File: src/rtl/msi_pkg.sv
// Shared MSI definitions: line states, bus command codes and the sequencer FSM encoding.
package msi_pkg;

  typedef enum logic [1:0] {
    INVALID  = 2'b00,
    MODIFIED = 2'b01,
    SHARED   = 2'b10,
    ERROR    = 2'b11
  } line_state_e;

  localparam logic [1:0] BUS_INVALIDATE = 2'b00;
  localparam logic [1:0] BUS_WRITE_MISS = 2'b01;
  localparam logic [1:0] BUS_READ_MISS  = 2'b10;
  localparam logic [1:0] BUS_WRITE_BACK = 2'b11;

  typedef enum logic [2:0] {
    StIdle,
    StWbReq,
    StWbXfer,
    StReq,
    StXfer,
    StCommit,
    StErrDrain
  } seq_state_e;

  // A miss always needs the bus; a write hit on a SHARED line needs an invalidate.
  function automatic logic bus_needed(logic hit, logic [1:0] st_in, logic [1:0] st_next);
    return !hit || (st_in == SHARED && st_next == MODIFIED);
  endfunction

endpackage

File: src/rtl/msi_bus_watchdog.sv
// Loadable down-counter; expire_o pulses when a decrement would reach zero.
module msi_bus_watchdog #(
  parameter int unsigned TIMEOUT_CYC = 255
) (
  input  logic clk,
  input  logic rst_n,
  input  logic load_i,
  input  logic dec_i,
  output logic expire_o
);

  localparam int unsigned CntW = 16;

  logic [CntW-1:0] cnt_q, cnt_d;

  always_comb begin
    cnt_d = cnt_q;
    if (load_i) begin
      cnt_d = CntW'(TIMEOUT_CYC);
    end else if (dec_i && cnt_q != '0) begin
      cnt_d = cnt_q - 1'b1;
    end
  end

  assign expire_o = dec_i && !load_i && (cnt_q == CntW'(1));

  always_ff @(posedge clk or negedge rst_n) begin
    if (!rst_n) begin
      cnt_q <= '0;
    end else begin
      cnt_q <= cnt_d;
    end
  end

endmodule

File: src/rtl/msi_bus_request_sequencer.sv
// Sequences victim write-back and coherence bus traffic for one resolved CPU access,
// then commits the new line state to the tag array.
module msi_bus_request_sequencer
  import msi_pkg::*;
#(
  parameter int unsigned ADDR_W      = 32,
  parameter int unsigned BLOCK_W     = 128,
  parameter int unsigned TIMEOUT_CYC = 255
) (
  input  logic               clk,
  input  logic               rst_n,
  input  logic               req_valid,
  output logic               req_ready,
  input  logic               req_hit,
  input  logic [1:0]         state_in,
  input  logic [1:0]         state_next,
  input  logic [1:0]         bus_next,
  input  logic               write_back_block_next,
  input  logic [ADDR_W-1:0]  req_addr,
  input  logic [ADDR_W-1:0]  wb_addr,
  input  logic [BLOCK_W-1:0] wb_data,
  output logic               bus_req,
  input  logic               bus_gnt,
  output logic [1:0]         bus_cmd,
  output logic [ADDR_W-1:0]  bus_addr,
  output logic [BLOCK_W-1:0] bus_data,
  input  logic               bus_done,
  output logic               commit_valid,
  output logic [ADDR_W-1:0]  commit_addr,
  output logic [1:0]         commit_state,
  output logic               err
);

  seq_state_e state_q, state_d;

  logic [ADDR_W-1:0]  req_addr_q, req_addr_d, wb_addr_q, wb_addr_d;
  logic [BLOCK_W-1:0] wb_data_q, wb_data_d;
  logic [1:0]         state_next_q, state_next_d, bus_next_q, bus_next_d;
  logic               need_bus_q, need_bus_d;

  logic               req_ready_q, req_ready_d, bus_req_q, bus_req_d;
  logic [1:0]         bus_cmd_q, bus_cmd_d, commit_state_q, commit_state_d;
  logic [ADDR_W-1:0]  bus_addr_q, bus_addr_d, commit_addr_q, commit_addr_d;
  logic [BLOCK_W-1:0] bus_data_q, bus_data_d;
  logic               commit_valid_q, commit_valid_d, err_q, err_d;

  logic accept, req_err, timeout, wd_load, wd_dec, wd_expire;

  assign accept  = req_valid && req_ready_q;
  assign req_err = (state_next == ERROR) || (bus_next == 2'b11);
  assign wd_load = (state_q == StWbReq || state_q == StReq) && bus_gnt;
  assign wd_dec  = (state_q == StWbXfer || state_q == StXfer) && !bus_done;

  msi_bus_watchdog #(
    .TIMEOUT_CYC(TIMEOUT_CYC)
  ) u_watchdog (
    .clk     (clk),
    .rst_n   (rst_n),
    .load_i  (wd_load),
    .dec_i   (wd_dec),
    .expire_o(wd_expire)
  );

  always_comb begin
    req_addr_d   = req_addr_q;
    wb_addr_d    = wb_addr_q;
    wb_data_d    = wb_data_q;
    state_next_d = state_next_q;
    bus_next_d   = bus_next_q;
    need_bus_d   = need_bus_q;
    if (accept) begin
      req_addr_d   = req_addr;
      wb_addr_d    = wb_addr;
      wb_data_d    = wb_data;
      state_next_d = state_next;
      bus_next_d   = bus_next;
      need_bus_d   = bus_needed(req_hit, state_in, state_next);
    end
  end

  always_comb begin
    state_d = state_q;
    timeout = 1'b0;
    unique case (state_q)
      StIdle: begin
        if (accept) begin
          if (req_err)                                         state_d = StErrDrain;
          else if (write_back_block_next)                      state_d = StWbReq;
          else if (bus_needed(req_hit, state_in, state_next))  state_d = StReq;
          else                                                 state_d = StCommit;
        end
      end
      StWbReq:  if (bus_gnt) state_d = StWbXfer;
      StWbXfer: begin
        if (bus_done) begin
          state_d = need_bus_q ? StReq : StCommit;
        end else if (wd_expire) begin
          state_d = StCommit;
          timeout = 1'b1;
        end
      end
      StReq:    if (bus_gnt) state_d = StXfer;
      StXfer: begin
        if (bus_done) begin
          state_d = StCommit;
        end else if (wd_expire) begin
          state_d = StCommit;
          timeout = 1'b1;
        end
      end
      StCommit:   state_d = StIdle;
      StErrDrain: state_d = StIdle;
      default:    state_d = StIdle;
    endcase
  end

  // Outputs are computed from the next state so every port comes straight from a flop.
  always_comb begin
    req_ready_d    = (state_d == StIdle);
    bus_req_d      = 1'b0;
    bus_cmd_d      = BUS_INVALIDATE;
    bus_addr_d     = '0;
    bus_data_d     = '0;
    commit_valid_d = 1'b0;
    commit_addr_d  = commit_addr_q;
    commit_state_d = commit_state_q;
    err_d          = err_q | timeout | (accept && req_err);
    unique case (state_d)
      StWbReq, StWbXfer: begin
        bus_req_d  = 1'b1;
        bus_cmd_d  = BUS_WRITE_BACK;
        bus_addr_d = wb_addr_d;
        bus_data_d = wb_data_d;
      end
      StReq, StXfer: begin
        bus_req_d  = 1'b1;
        bus_cmd_d  = bus_next_d;
        bus_addr_d = req_addr_d;
      end
      StCommit: begin
        commit_valid_d = 1'b1;
        commit_addr_d  = req_addr_d;
        commit_state_d = timeout ? INVALID : state_next_d;
      end
      default: ;
    endcase
  end

  always_ff @(posedge clk or negedge rst_n) begin
    if (!rst_n) begin
      state_q        <= StIdle;
      req_addr_q     <= '0;
      wb_addr_q      <= '0;
      wb_data_q      <= '0;
      state_next_q   <= 2'b00;
      bus_next_q     <= 2'b00;
      need_bus_q     <= 1'b0;
      req_ready_q    <= 1'b1;
      bus_req_q      <= 1'b0;
      bus_cmd_q      <= 2'b00;
      bus_addr_q     <= '0;
      bus_data_q     <= '0;
      commit_valid_q <= 1'b0;
      commit_addr_q  <= '0;
      commit_state_q <= 2'b00;
      err_q          <= 1'b0;
    end else begin
      state_q        <= state_d;
      req_addr_q     <= req_addr_d;
      wb_addr_q      <= wb_addr_d;
      wb_data_q      <= wb_data_d;
      state_next_q   <= state_next_d;
      bus_next_q     <= bus_next_d;
      need_bus_q     <= need_bus_d;
      req_ready_q    <= req_ready_d;
      bus_req_q      <= bus_req_d;
      bus_cmd_q      <= bus_cmd_d;
      bus_addr_q     <= bus_addr_d;
      bus_data_q     <= bus_data_d;
      commit_valid_q <= commit_valid_d;
      commit_addr_q  <= commit_addr_d;
      commit_state_q <= commit_state_d;
      err_q          <= err_d;
    end
  end

  assign req_ready    = req_ready_q;
  assign bus_req      = bus_req_q;
  assign bus_cmd      = bus_cmd_q;
  assign bus_addr     = bus_addr_q;
  assign bus_data     = bus_data_q;
  assign commit_valid = commit_valid_q;
  assign commit_addr  = commit_addr_q;
  assign commit_state = commit_state_q;
  assign err          = err_q;

endmodule

File: config.mk
export PLATFORM = sky130hd
export DESIGN_NAME = msi_bus_request_sequencer
export DESIGN_NICKNAME = d
export VERILOG_FILES = /design/src/rtl/msi_pkg.sv /design/src/rtl/msi_bus_watchdog.sv /design/src/rtl/msi_bus_request_sequencer.sv
export SDC_FILE = /design/constraint.sdc
export NUM_CORES = 1
export LEC_CHECK = 0
export BUFFER_PORTS_ARGS = -buffer_cell sky130_fd_sc_hd__buf_2
export CAP_MARGIN = 10
export CORE_ASPECT_RATIO = 2
export CORE_UTILIZATION = 35
export DETAILED_ROUTE_END_ITERATION = 12
export MAX_ROUTING_LAYER = met4
export SETUP_SLACK_MARGIN = 0.4
export SLEW_MARGIN = 20
export SYNTH_ARGS = -nofsm -noshare
export SYNTH_HDL_FRONTEND = slang
export SYNTH_SLANG_ARGS = --single-unit
File: constraint.sdc
create_clock -name clk -period 5.4 [get_ports clk]
set_input_delay 0.81 -clock clk [delete_from_list [all_inputs] [get_ports clk]]
set_output_delay 0.81 -clock clk [all_outputs]
set_load 0.05 [all_outputs]
==> results.py <==
metrics = {
    "grt": {
        "grt_pass1_vias": 11400,
        "antenna_found_initial": 9,
        "grt_use_total": 0.184,
        "grt_pass1_wl_um": 61000,
        "overflow": 0,
        "grt_max_degree": 138,
    },
    "clock_tree": {
        "tritoncts": "done",
        "clk_latency_ns": 0.53,
        "cts_resized": 0,
        "cts_buffer_depth": 3,
        "htree_levels": 2,
        "cts_root_buffer": "clkbuf_16",
        "cts_num_sinks": 416,
        "post_cts_buffers": 0,
        "cts.clk_slew.worst_paths_ns": 0.07,
        "hold_buffers": 0,
        "cts_made_buffers": 38,
    },
    "yosys": {
        "ys.flop_type": "dfrtp_1",
        "ys_ff_latch": 416,
        "async_reset_ff_frac": 1.00,
        "syn_nets": 1579,
        "netlist_area_sq_um": 15100,
        "synth_edf_count": 0,
        "syn_inst": 1371,
        "yosysWarnings": 0,
        "yosysUniqueCellTypes": 46,
        "avgSynthCellArea_sq_um": 11.0,
        "ys_seq_area_frac": 0.689,
    },
    "worst_setup_path": {
        "worst-setup-path-type": "register to register",
        "end_kind": "register",
        "crit_end": "bus_addr[1]",
        "path_max_fanout": 59,
        "worstPathArrival_ns": 3.90,
        "crit_chain": "or4_1 -> or4_1 -> nor3b_4 -> a211oi_1 -> o21ai_4 -> buf_4 -> o22ai_1",
        "worst-path-stages": 7,
        "crit_top_cell": "or4_1",
        "r2r_start": "u_watchdog.cnt_q[12]",
        "critPathTopFamily": "simple AND/OR/NAND/NOR gates",
        "critical_path_required_ns": 5.77,
        "r2r_slack_ns": 1.86,
        "r2r-end": "bus_addr[1]",
        "slowest_delay_ns": 0.63,
        "cp-start-kind": "register",
        "reg2regPathDepth": 7,
        "crit_start": "u_watchdog.cnt_q[12]",
        "path_buf_inv": 1,
        "crit_slowest_cell": "or4_1",
    },
    "sta": {
        "finClkSkew_ns": 0.0162,
        "tightestPinTransition_ns": 0.959,
        "rsz0062_at_grt": "false",
        "whs_ns": 0.284,
        "finalMaxSlewViolations": 0,
        "period_share": 0.655,
        "totalNegativeSetupSlack_ns": 0,
        "worst_slack_ns": 1.86,
        "hold_viol_final": 0,
        "finalSetupViolCount": 0,
        "fmax_mhz": 283,
        "finalCriticalPeriod_ns": 3.54,
        "slew_headroom": 0.360,
    },
    "placement": {
        "post-place-cells": 2258,
        "placed_area_sq_um": 17700,
        "numPortBuffers": 404,
        "hpwl_um": 27100,
        "dp_slack_ns": 1.49,
        "gp_congestion": 0.810,
    },
    "detailed_routing": {
        "dr.pass1.iters": 4,
        "avgViaCountPerCell": 4.72,
        "route.detailed.drc": 0,
        "drt_iter0_drc": 359,
        "drt-total-wl_um": 39700,
        "antenna_left": 0,
        "vias": 11000,
        "wl_per_cell_um": 17.0,
    },
    "finish": {
        "area_growth_pct": 25.4,
        "fin_util": 0.445,
        "final_cell_count_no_fill": 2335,
        "nets": 1962,
        "drive_gt1_frac": 0.273,
        "num-fill-cells": 4105,
        "design_area_sq_um": 18900,
    },
    "die": {
        "core_area_sq_um": 42600,
        "rows": 107,
        "die_w_um": 149,
        "start_util": 0.355,
        "die-area_sq_um": 44000,
        "ioPinCount": 405,
        "die_y_um": 296,
    },
    "pwr": {
        "power_mw": 12.3,
        "leakagePower_nw": 10.1,
        "power_density_nw_per_um2": 650,
        "ir_drop_uv": 496,
    },
    "flow_run": {
        "drv_cap": 0,
    },
    "worst_hold_path": {
        "min_path_type": "primary input to async pin",
    },
    "outcome": {
        "status": "finished clean",
    },
}
[Yosys cell counts (7+ instances only)]
cell | number | share of area
nor3_1 | 16 | 0.0053
xnor2_1 | 8 | 0.0046
nand2_1 | 434 | 0.11
mux2i_1 | 67 | 0.044
nor2_1 | 11 | 0.0027
buf_1 | 7 | 0.0017
o21ai_0 | 42 | 0.014
o22ai_1 | 29 | 0.012
clkbuf_1 | 43 | 0.011
buf_2 | 15 | 0.0050
dfrtp_1 | 415 | 0.69
a21oi_1 | 133 | 0.044
inv_1 | 73 | 0.018
[power breakdown]
part / internal, mW / switching (mW)
Sequential: 4.31 / 0.388
Combinational: 1.26 / 3.67
Clock: 1.53 / 1.16
Total: 7.09 / 5.22
[layout make-up]
cell class,count,area [sq um],share of cell area
Antenna cell,9,22.5,0.00119
Clock buffer,56,1110,0.0586
Clock inverter,11,115,0.00608
Inverter,75,282,0.0149
Multi-Input combinational cell,809,4150,0.219
Sequential cell,416,10400,0.550
Tap cell,545,682,0.0360
Timing Repair Buffer,414,2170,0.115
[worst min path at each step]
stage                   start              to  slack (ns)  cells past startpoint
6_report                rst_n      bus_cmd[0]        0.28                      1
5_1_grt                 rst_n      bus_cmd[0]        0.32                      1
2_1_floorplan    wb_data_q[0]    wb_data_q[0]        0.44                      2
4_1_cts                 rst_n      bus_cmd[0]        0.32                      1
3_5_place_dp    wb_data_q[63]   wb_data_q[63]        0.46                      2
3_3_place_gp   wb_data_q[122]  wb_data_q[122]        0.45                      2
[flip-flops by register name, indices dropped and copies added (netlist names), 3 cells and up]
signal,flops
commit_addr,32
req_addr_q,32
bus_data,128
wb_addr_q,32
state_q,3
u_watchdog.cnt_q,16
bus_addr,32
wb_data_q,128
[routing by layer]
layer,GRT usage,routed length (um)
met4,0.0777,1230
met1,0.193,14300
met3,0.0357,2300
met5,-,0
met2,0.332,21900
[cells by family after synthesis]
kind of cell	Yosys count	share of synthesized area
adder cells (fa/ha/maj)	3	0.00249
multiplexers	67	0.0444
XOR/XNOR	11	0.00638
buffers and inverters	146	0.0390
AND/OR/NAND/NOR	496	0.133
flip-flops	416	0.689
AO/OA/AOI/OAI	232	0.0853
[placed cells by master, fill, tap and decap left out, types with 2 or more instances in the layout]
cell type / n
o21ai_0: 41
nor2_1: 11
nand2b_1: 5
xor2_1: 3
o31ai_1: 4
o21ai_1: 2
clkinv_2: 6
o2111ai_1: 2
inv_6: 2
inv_1: 73
a211o_1: 2
xnor2_1: 8
or2_2: 2
o32a_1: 3
nand3_1: 2
buf_2: 403
bufinv_16: 2
buf_4: 5
clkbuf_16: 40
dfrtp_1: 415
clkbuf_1: 10
buf_12: 4
a22oi_1: 3
mux2i_1: 66
o22ai_1: 29
o211ai_1: 6
ha_1: 3
or3_1: 5
inv_2: 2
clkbuf_8: 7
nand2_1: 433
diode_2: 9
nor4_1: 3
nor3b_1: 4
a211oi_1: 2
a21oi_1: 133
or4_1: 5
nor3_1: 16
No activity file was read; power rests on OpenSTA's default activity.
